<file path="src/rtl/cic_comp_pkg.sv">
// Shared constants, state encoding and coefficient table for the CIC droop-compensation FIR.
package cic_comp_pkg;

  localparam int TAPS   = 15;
  localparam int SHIFT  = 7;
  localparam int ACC_W  = 20;
  localparam int DATA_W = 8;
  localparam int PTR_W  = $clog2(TAPS);

  typedef enum logic [1:0] {
    IDLE,
    WRITE,
    MAC,
    OUT
  } state_t;

  // Q1.7, symmetric, sums to 128 for unity DC gain.
  localparam logic signed [DATA_W-1:0] COEF [TAPS] = '{
    -8'sd1, 8'sd1, 8'sd2, -8'sd3, -8'sd6, 8'sd8, 8'sd26, 8'sd74,
    8'sd26, 8'sd8, -8'sd6, -8'sd3, 8'sd2, 8'sd1, -8'sd1
  };

endpackage

</file>
<file path="src/rtl/cic_comp_fir_round_sat.sv">
// Combinational round-half-up and clamp from an ACC_W-bit accumulator to a signed 8-bit sample.
module round_sat #(
  parameter int ACC_W = 20,
  parameter int SHIFT = 7
) (
  input  logic signed [ACC_W-1:0] acc,
  output logic signed [7:0]       y
);

  localparam logic signed [ACC_W:0] HALF    = (ACC_W+1)'(1) <<< (SHIFT - 1);
  localparam logic signed [ACC_W:0] SAT_MAX = (ACC_W+1)'(127);
  localparam logic signed [ACC_W:0] SAT_MIN = -(ACC_W+1)'(128);

  logic signed [ACC_W:0] sum;
  logic signed [ACC_W:0] shifted;

  // NOTE: combinational blocks use blocking '=' and assign every output on every path, so no latch is inferred.
  always_comb begin
    sum     = (ACC_W+1)'(acc) + HALF;
    shifted = sum >>> SHIFT;
    if (shifted > SAT_MAX)      y = 8'sh7f;
    else if (shifted < SAT_MIN) y = 8'sh80;
    else                        y = shifted[7:0];
  end

endmodule

</file>
<file path="src/rtl/cic_comp_fir.sv">
// 15-tap CIC droop-compensation FIR: d_clk edge detect, one-deep pending register,
// circular delay line and a single time-multiplexed MAC on the system clock.
module cic_comp_fir
  import cic_comp_pkg::*;
(
  input  logic                     clk,
  input  logic                     rst,
  input  logic signed [DATA_W-1:0] d_in,
  input  logic                     d_clk,
  output logic signed [DATA_W-1:0] d_out,
  output logic                     d_valid,
  output logic                     busy,
  output logic                     overrun
);

  state_t                    state, state_nxt;
  logic                      d_clk_q;
  logic                      rise;
  logic                      pend_flag;
  logic signed [DATA_W-1:0]  pend_data;
  logic signed [DATA_W-1:0]  dly_line [TAPS];
  logic [PTR_W-1:0]          wr_ptr;
  logic [PTR_W-1:0]          rd_ptr;
  logic [PTR_W-1:0]          k;
  logic signed [ACC_W-1:0]   acc;
  logic signed [2*DATA_W-1:0] prod;
  logic signed [DATA_W-1:0]  y;

  assign rise = d_clk & ~d_clk_q;
  assign busy = (state != IDLE);
  assign prod = COEF[k] * dly_line[rd_ptr];

  round_sat #(.ACC_W(ACC_W), .SHIFT(SHIFT)) u_round_sat (
    .acc (acc),
    .y   (y)
  );

  // A rise seen while idle or finishing goes straight to WRITE so latency stays fixed.
  always_comb begin
    state_nxt = state;
    unique case (state)
      IDLE:    if (pend_flag || rise) state_nxt = WRITE;
      WRITE:   state_nxt = MAC;
      MAC:     if (k == PTR_W'(TAPS - 1)) state_nxt = OUT;
      OUT:     state_nxt = (pend_flag || rise) ? WRITE : IDLE;
      default: state_nxt = IDLE;
    endcase
  end

  // NOTE: sequential state uses non-blocking '<=' so every register samples pre-edge values.
  always_ff @(posedge clk) begin
    if (rst) begin
      state     <= IDLE;
      d_clk_q   <= 1'b0;
      pend_flag <= 1'b0;
      pend_data <= '0;
      overrun   <= 1'b0;
    end else begin
      state   <= state_nxt;
      d_clk_q <= d_clk;
      if (rise) begin
        // WRITE frees the slot this same cycle, so a coincident sample is still accepted.
        if (!pend_flag || state == WRITE) begin
          pend_data <= d_in;
          pend_flag <= 1'b1;
        end else begin
          overrun <= 1'b1;
        end
      end else if (state == WRITE) begin
        pend_flag <= 1'b0;
      end
    end
  end

  always_ff @(posedge clk) begin
    if (rst) begin
      // NOTE: the delay line is reset explicitly so an aborted run leaves no stale history.
      for (int i = 0; i < TAPS; i++) dly_line[i] <= '0;
      wr_ptr  <= '0;
      rd_ptr  <= '0;
      k       <= '0;
      acc     <= '0;
      d_out   <= '0;
      d_valid <= 1'b0;
    end else begin
      d_valid <= 1'b0;
      unique case (state)
        WRITE: begin
          dly_line[wr_ptr] <= pend_data;
          rd_ptr <= wr_ptr;
          wr_ptr <= (wr_ptr == PTR_W'(TAPS - 1)) ? '0 : wr_ptr + 1'b1;
          acc    <= '0;
          k      <= '0;
        end
        MAC: begin
          acc    <= acc + ACC_W'(prod);
          k      <= k + 1'b1;
          rd_ptr <= (rd_ptr == '0) ? PTR_W'(TAPS - 1) : rd_ptr - 1'b1;
        end
        OUT: begin
          d_out   <= y;
          d_valid <= 1'b1;
        end
        default: ;
      endcase
    end
  end

endmodule

</file>
<file path="config.mk">
export PLATFORM = sky130hd
export DESIGN_NAME = cic_comp_fir
export DESIGN_NICKNAME = d
export VERILOG_FILES = /design/src/rtl/cic_comp_pkg.sv /design/src/rtl/cic_comp_fir_round_sat.sv /design/src/rtl/cic_comp_fir.sv
export SDC_FILE = /design/constraint.sdc
export NUM_CORES = 1
export LEC_CHECK = 0
export ABC_AREA = 0
export CORE_UTILIZATION = 32
export DETAILED_ROUTE_END_ITERATION = 6
export SLEW_MARGIN = 20
export SYNTH_ARGS = -nofsm -noshare
export SYNTH_HDL_FRONTEND = slang
export SYNTH_HIERARCHICAL = 1
export SYNTH_SLANG_ARGS = --single-unit
</file>
<file path="constraint.sdc">
create_clock -name clk -period 13.55 [get_ports clk]
set_clock_uncertainty 0.15 [all_clocks]
set_input_delay 4.065 -clock clk [delete_from_list [all_inputs] [get_ports clk]]
set_output_delay 4.065 -clock clk [all_outputs]
set_load 0.01 [all_outputs]
</file>
# Word-level counts from Yosys, hierarchy flattened
# Memories as Yosys holds them, arrays and structs flattened. A register that Yosys moved wholly into a read port is not among the register bits.
# Index checks and enable logic that the tools add are counted.
op_classes:
  n_addsub: 5
  multipliers: 1
  order_cmp: 3
  n_eq_ne: 8
  mux: 27
  bitwise: 4
  n_reduce_logical: 13
ops:
  columns: ["cell", "count"]
  rows:
  - ["two-way mux 8 bit", 5]
  - ["one-hot mux 20 bit (2 select lines)", 1]
  - ["adder 20 x 8 -> 21 bit (second input constant)", 1]
  - ["adder 20 x 16 -> 20 bit", 1]
  - ["two-way mux 4 bit", 5]
  - ["multiplier 8 x 8 -> 16 bit", 1]
  - ["one-hot mux 4 bit (2 select lines)", 2]
  - ["greater-than comparator 14 x 8 -> 1 bit (second input constant)", 1]
  - ["< comparator 14 x 8 -> 1 bit (second input constant)", 1]
  - ["two-way mux 1 bit", 11]
  - ["adder 4 x 1 -> 4 bit (second input constant)", 2]
  - ["equality test 4 bit (second input constant)", 2]
  - ["one-hot mux 2 bit (4 select lines)", 1]
  - ["AND reduction 2 bit", 4]
  - ["OR reduction 8 bit", 1]
  - ["nonzero test 2 bit", 3]
  - ["greater-or-equal comparator 5 bit (second input constant)", 1]
  - ["inverter 4 -> 5 bit", 1]
  - ["equality test 2 bit (second input constant)", 2]
  - ["logical NOT 4 bit", 1]
  - ["two-way mux 2 bit", 2]
  - ["!= test 2 bit (second input constant)", 2]
  - ["subtractor 4 x 1 -> 4 bit (second input constant)", 1]
  - ["equality test 2 x 1 -> 1 bit (second input constant)", 1]
  - ["other kinds (6)", 8]
word_totals:
  register_bits: 54
  ram_bits: 120
  rom_bits: 128
  output_inout_bits: 11
  wordCells: 74
  mem_count: 2
memory_table:
  columns: ["memory", "words", "width", "rd", "rd_clocked_by_memory_dff", "wr", "line", "rtl"]
  rows:
  - ["(name not given)", 16, 8, 1, 0, 0, "cic_comp_fir.sv:31", "assign prod = COEF[k] * dly_line[rd_ptr];"]
  - ["dly_line", 15, 8, 1, 1, 15, "cic_comp_fir.sv:21", "logic signed [DATA_W-1:0] dly_line [TAPS];"]

# Logic depth before layout (Yosys ltp)
depth:
  depth_word: 7
  depth_mapped: 25
  mapped_depth_nobuf: 24

# Cells and area by module
# Netlist, hierarchy kept.
modules_own_cells:
  columns: ["module", "instances", "cells_per_inst", "area_each_um2", "seq_area_each_um2"]
  rows:
  - ["cic_comp_fir", 1, 1004, 11771.3, 5004.8]
  - ["round_sat", 1, 71, 499.2, 0.0]

# Least setup slack after synthesis
# OpenSTA, ideal clock, no wires.
synth_timing:
  path_type: "reg2reg"
  start: "register (tool-made name)"
  end: "register acc[19]"
  setup_ps: 95
  arrival_ps: 6068
  t_required_ps: 13305
  slack_ps: 7237
  path_stages_with_launch: 22
  path_buffers: 2
  synth_period_minus_slack_ps: 6313
  path_cell_list: "dfxtp_1 buf_6 buf_6 mux4_2 mux4_2 and2_4 inv_2 fa_1 inv_1 fa_1 inv_1 fa_1 fa_1 inv_1 ha_1 ha_1 a21o_1 a2111oi_0 o22ai_1 a21oi_1 mux2_1 o311ai_1"
synth_lines:
  columns: ["item", "line", "rtl"]
  rows:
  - ["end signal, assigned", "cic_comp_fir.sv:96", "acc <= acc + ACC_W'(prod);"]
  - ["end, declared", "cic_comp_fir.sv:25", "logic signed [ACC_W-1:0] acc;"]

==> summary.txt <==
Setup path
  – Setup crit end kind: register
  – Crit-path cells: buf_4 > mux4_2 > mux2_2 > o21ai_2 > nor2_1 > inv_1 > fa_1 > inv_1 > fa_1 > inv_1 > fa_1 > fa_1 > inv_1 > ha_1 > ha_1 > a21o_1 > a2111oi_0 > o22ai_1 > a21oi_1 > mux2_1 > o311ai_1
  – CP required: 13740 ps
  – CP max FO: 32
  – Worst path top cell family by delay: adder cells
  – Crit path max-delay cell type: mux4_2
  – Setup crit start kind: register
  – Delay of the slowest cell on the worst path: 590 ps
  – WP buf/inv: 5
  – Type of the worst setup path: reg -> reg
  – WP data arrival: 7350 ps

Floorplan
  – Initial core utilization: 0.3258
  – Die Footprint: 39130 µm²
  – Core Box Area: 37670 µm²
  – Core Rows: 71
  – Die Span Y: 197.8 µm
  – Io pins: 22
  – Overall die width: 197.8 µm

Logic synthesis
  – #FFs+latches synth: 186
  – Area contributors post-synth: edfxtp_1 (31%), fa_1 (14%), dfxtp_1 (9.5%)
  – Top cell type's share of synthesized area: 0.3132
  – Post-synthesis mux area share: 0.09096
  – Number of enable flip-flop cells after synthesis: 128
  – Synth Area in Compound Gates: 0.07158
  – Synth Area in Simple Gates: 0.1617
  – Seq/Total Area, Yosys: 0.4079
  – Synth Cell Area: 12270 µm²
  – Distinct cells, synth: 77
  – Most frequent cell after synthesis: edfxtp_1
  – Post-Synth Adder-Cell Area: 0.2037
  – Main combinational cell family by area after synthesis: adder cells
  – Synthesized Nets: 1233
  – Syn avg cell area: 11.41 µm²
  – Gate Count Post-Synth: 1075
  – Synth warnings: 6
  – Top cells by count, synth: edfxtp_1 (128), and2_1 (127), inv_1 (102)
  – Post-synthesis xor/xnor area fraction: 0.01570
  – Asr flop ratio synth: 0
  – Area leader, netlist: edfxtp_1
  – Post-synth top flop: edfxtp_1

Layout
  – Area growth from synthesis to layout: 10.59%
  – ANT cells: 0
  – Total Nets Final: 1242
  – Layout cells sized above 1: 0.1057
  – Seq. cell area: 5006 µm²
  – Layout filler cell count: 3749
  – Multi-input gate area: 6671 µm²

Run
  – Max_cap viols: 0

Route
  – Final ANT Viol Nets: 0
  – Vias per inst: 4.853
  – First-pass DRT Iterations: 6
  – DRT iter0 DRCs: 420
  – Final wirelength: 27.64 mm
  – WL/cell: 17.19 µm
  – Vias: 7803
  – Drc violations: 0

Timing
  – Setup violations, final: 0
  – Hold Worst Slack: 320.2 ps
  – Slew Viols, Final: 0
  – Setup TNS: 0 ps
  – Least-Margin Pin Slew: 1096 ps
  – RSZ-0062 raised after global routing: false
  – Final Hold Vio Count: 0
  – Max Clk Rate: 0.1396 GHz
  – Fin crit period: 7161 ps
  – Slew HR: 0.2679
  – Period utilization: 0.5285

Clock network
  – Clk Latency, worst-skew pair: 440 ps
  – TritonCTS clock tree: done
  – Num CTS Buffers: 17
  – Worst-path clk slew: 70 ps
  – Sink Count: 186
  – Max Root-Sink Buffers: 2
  – Resized cells post-CTS: 0
  – H-tree depth: 4
  – Post-CTS Setup Bufs: 0
  – Clock Tree Root: clkbuf_16
  – Cts hold-fix bufs: 0

Min path
  – Hold crit path type: reg -> reg

GRT
  – Most Used Layer, Global Route: met2
  – Met1 Use GR: 0.2065
  – Pin count of the biggest net entering global routing: 60
  – Antenna violations before repair: 0
  – Vias in the first global route: 8048
  – Remaining Overflow, GRT: 0
  – First-pass GRT wire length: 45.22 mm
  – Met2 Track Usage GR: 0.2507
  – Met3 Resource Use GR: 0.02078
  – Overall routing resource usage: 0.1503

Outcome
  – Status: finished, final reports clean

Place
  – Final RePlAce weighted congestion: 0.8715
  – Port Buf Inserts: 21
  – Final HPWL DP: 20.28 mm
layer usage:
metal  vias to the layer above  wire [µm]
li1                       3728          -
met1                      3893      13150
met2                       157      13360
met3                        25        835
met4                         0        293
met5                         -          0
worst register-to-register path: cells and delay by family, from the launching register on:
kind	cells	cell delay (ps)
buf+inv	5	1100
simple gates	1	180
mux	3	1250
fa+ha+maj	6	2690
compound gates	6	1390
flops	1	310
flip-flops by register name, summed over array words and instances, names as in the netlist, named ones only:
| signal | cells |
|---|---|
| state | 2 |
| rd_ptr | 4 |
| k | 4 |
| d_valid | 1 |
| wr_ptr | 4 |
| d_out | 8 |
| pend_flag | 1 |
| d_clk_q | 1 |
| pend_data | 8 |
| acc | 20 |
| overrun | 1 |
| dly_line | 128 |
cells in the final DEF (no fill, tap or decap), types with 7 or more instances in the layout:
cell	synthesis	routed
edfxtp_1	128	128
and2_1	127	127
inv_1	102	102
nor2_1	98	98
fa_1	88	88
ha_1	59	59
dfxtp_1	58	57
nand2_1	46	46
mux4_2	35	35
a21oi_1	33	33
mux2i_1	26	26
o21ai_0	29	23
clkdlybuf4s50_1	0	20
nand3_1	19	19
clkbuf_16	0	17
nand2b_1	14	14
xnor2_1	14	14
nor3_1	13	13
nor2b_1	13	13
o21ai_1	6	12
buf_4	2	12
xor2_1	8	8
a22oi_1	7	7
a21oi_2	7	7
logic make-up (layout without fill, tap and decap cells):
| kind of cell | Yosys count | in the layout |
|---|---|---|
| and+or+nand+nor | 373 | 373 |
| muxes | 67 | 67 |
| AOI/OAI and AO/OA | 131 | 131 |
| buffers and inverters | 149 | 171 |
| DFF | 186 | 186 |
| xor gates and xnor gates | 22 | 22 |
| adders and majority gates | 147 | 147 |
final timing paths:
check / startpoint / endpoint / slack [ps] / cells past startpoint
worst min-delay path: overrun / overrun / 320 / 2
worst max register to register: register / acc[19] / 6390 / 21
worst max-delay path: register / acc[19] / 6390 / 21
worst min register to register: overrun / overrun / 320 / 2
through the flow:
step           utilization  instances  worst slack [ps]  area (µm²)
6_report            0.3603       1608              6389       13570
5_1_grt             0.3603       1608              5904       13570
4_1_cts             0.3603       1608              6332       13570
3_5_place_dp        0.3454       1576              6351       13010
3_3_place_gp        0.3454       1576              6436       13010
2_1_floorplan            -       1075              7237       12270
cell type report:
class | count | area share
clock buffers | 20 | 0.03292
clock inverters | 12 | 0.008390
inverters | 106 | 0.02932
multi-input cells | 740 | 0.4916
flip-flops and latches | 186 | 0.3689
well taps | 511 | 0.04711
repair buffers | 33 | 0.02176
Power is not shown: default switching activity piles up to over one toggle a cycle in this logic, so the estimate is an artifact.
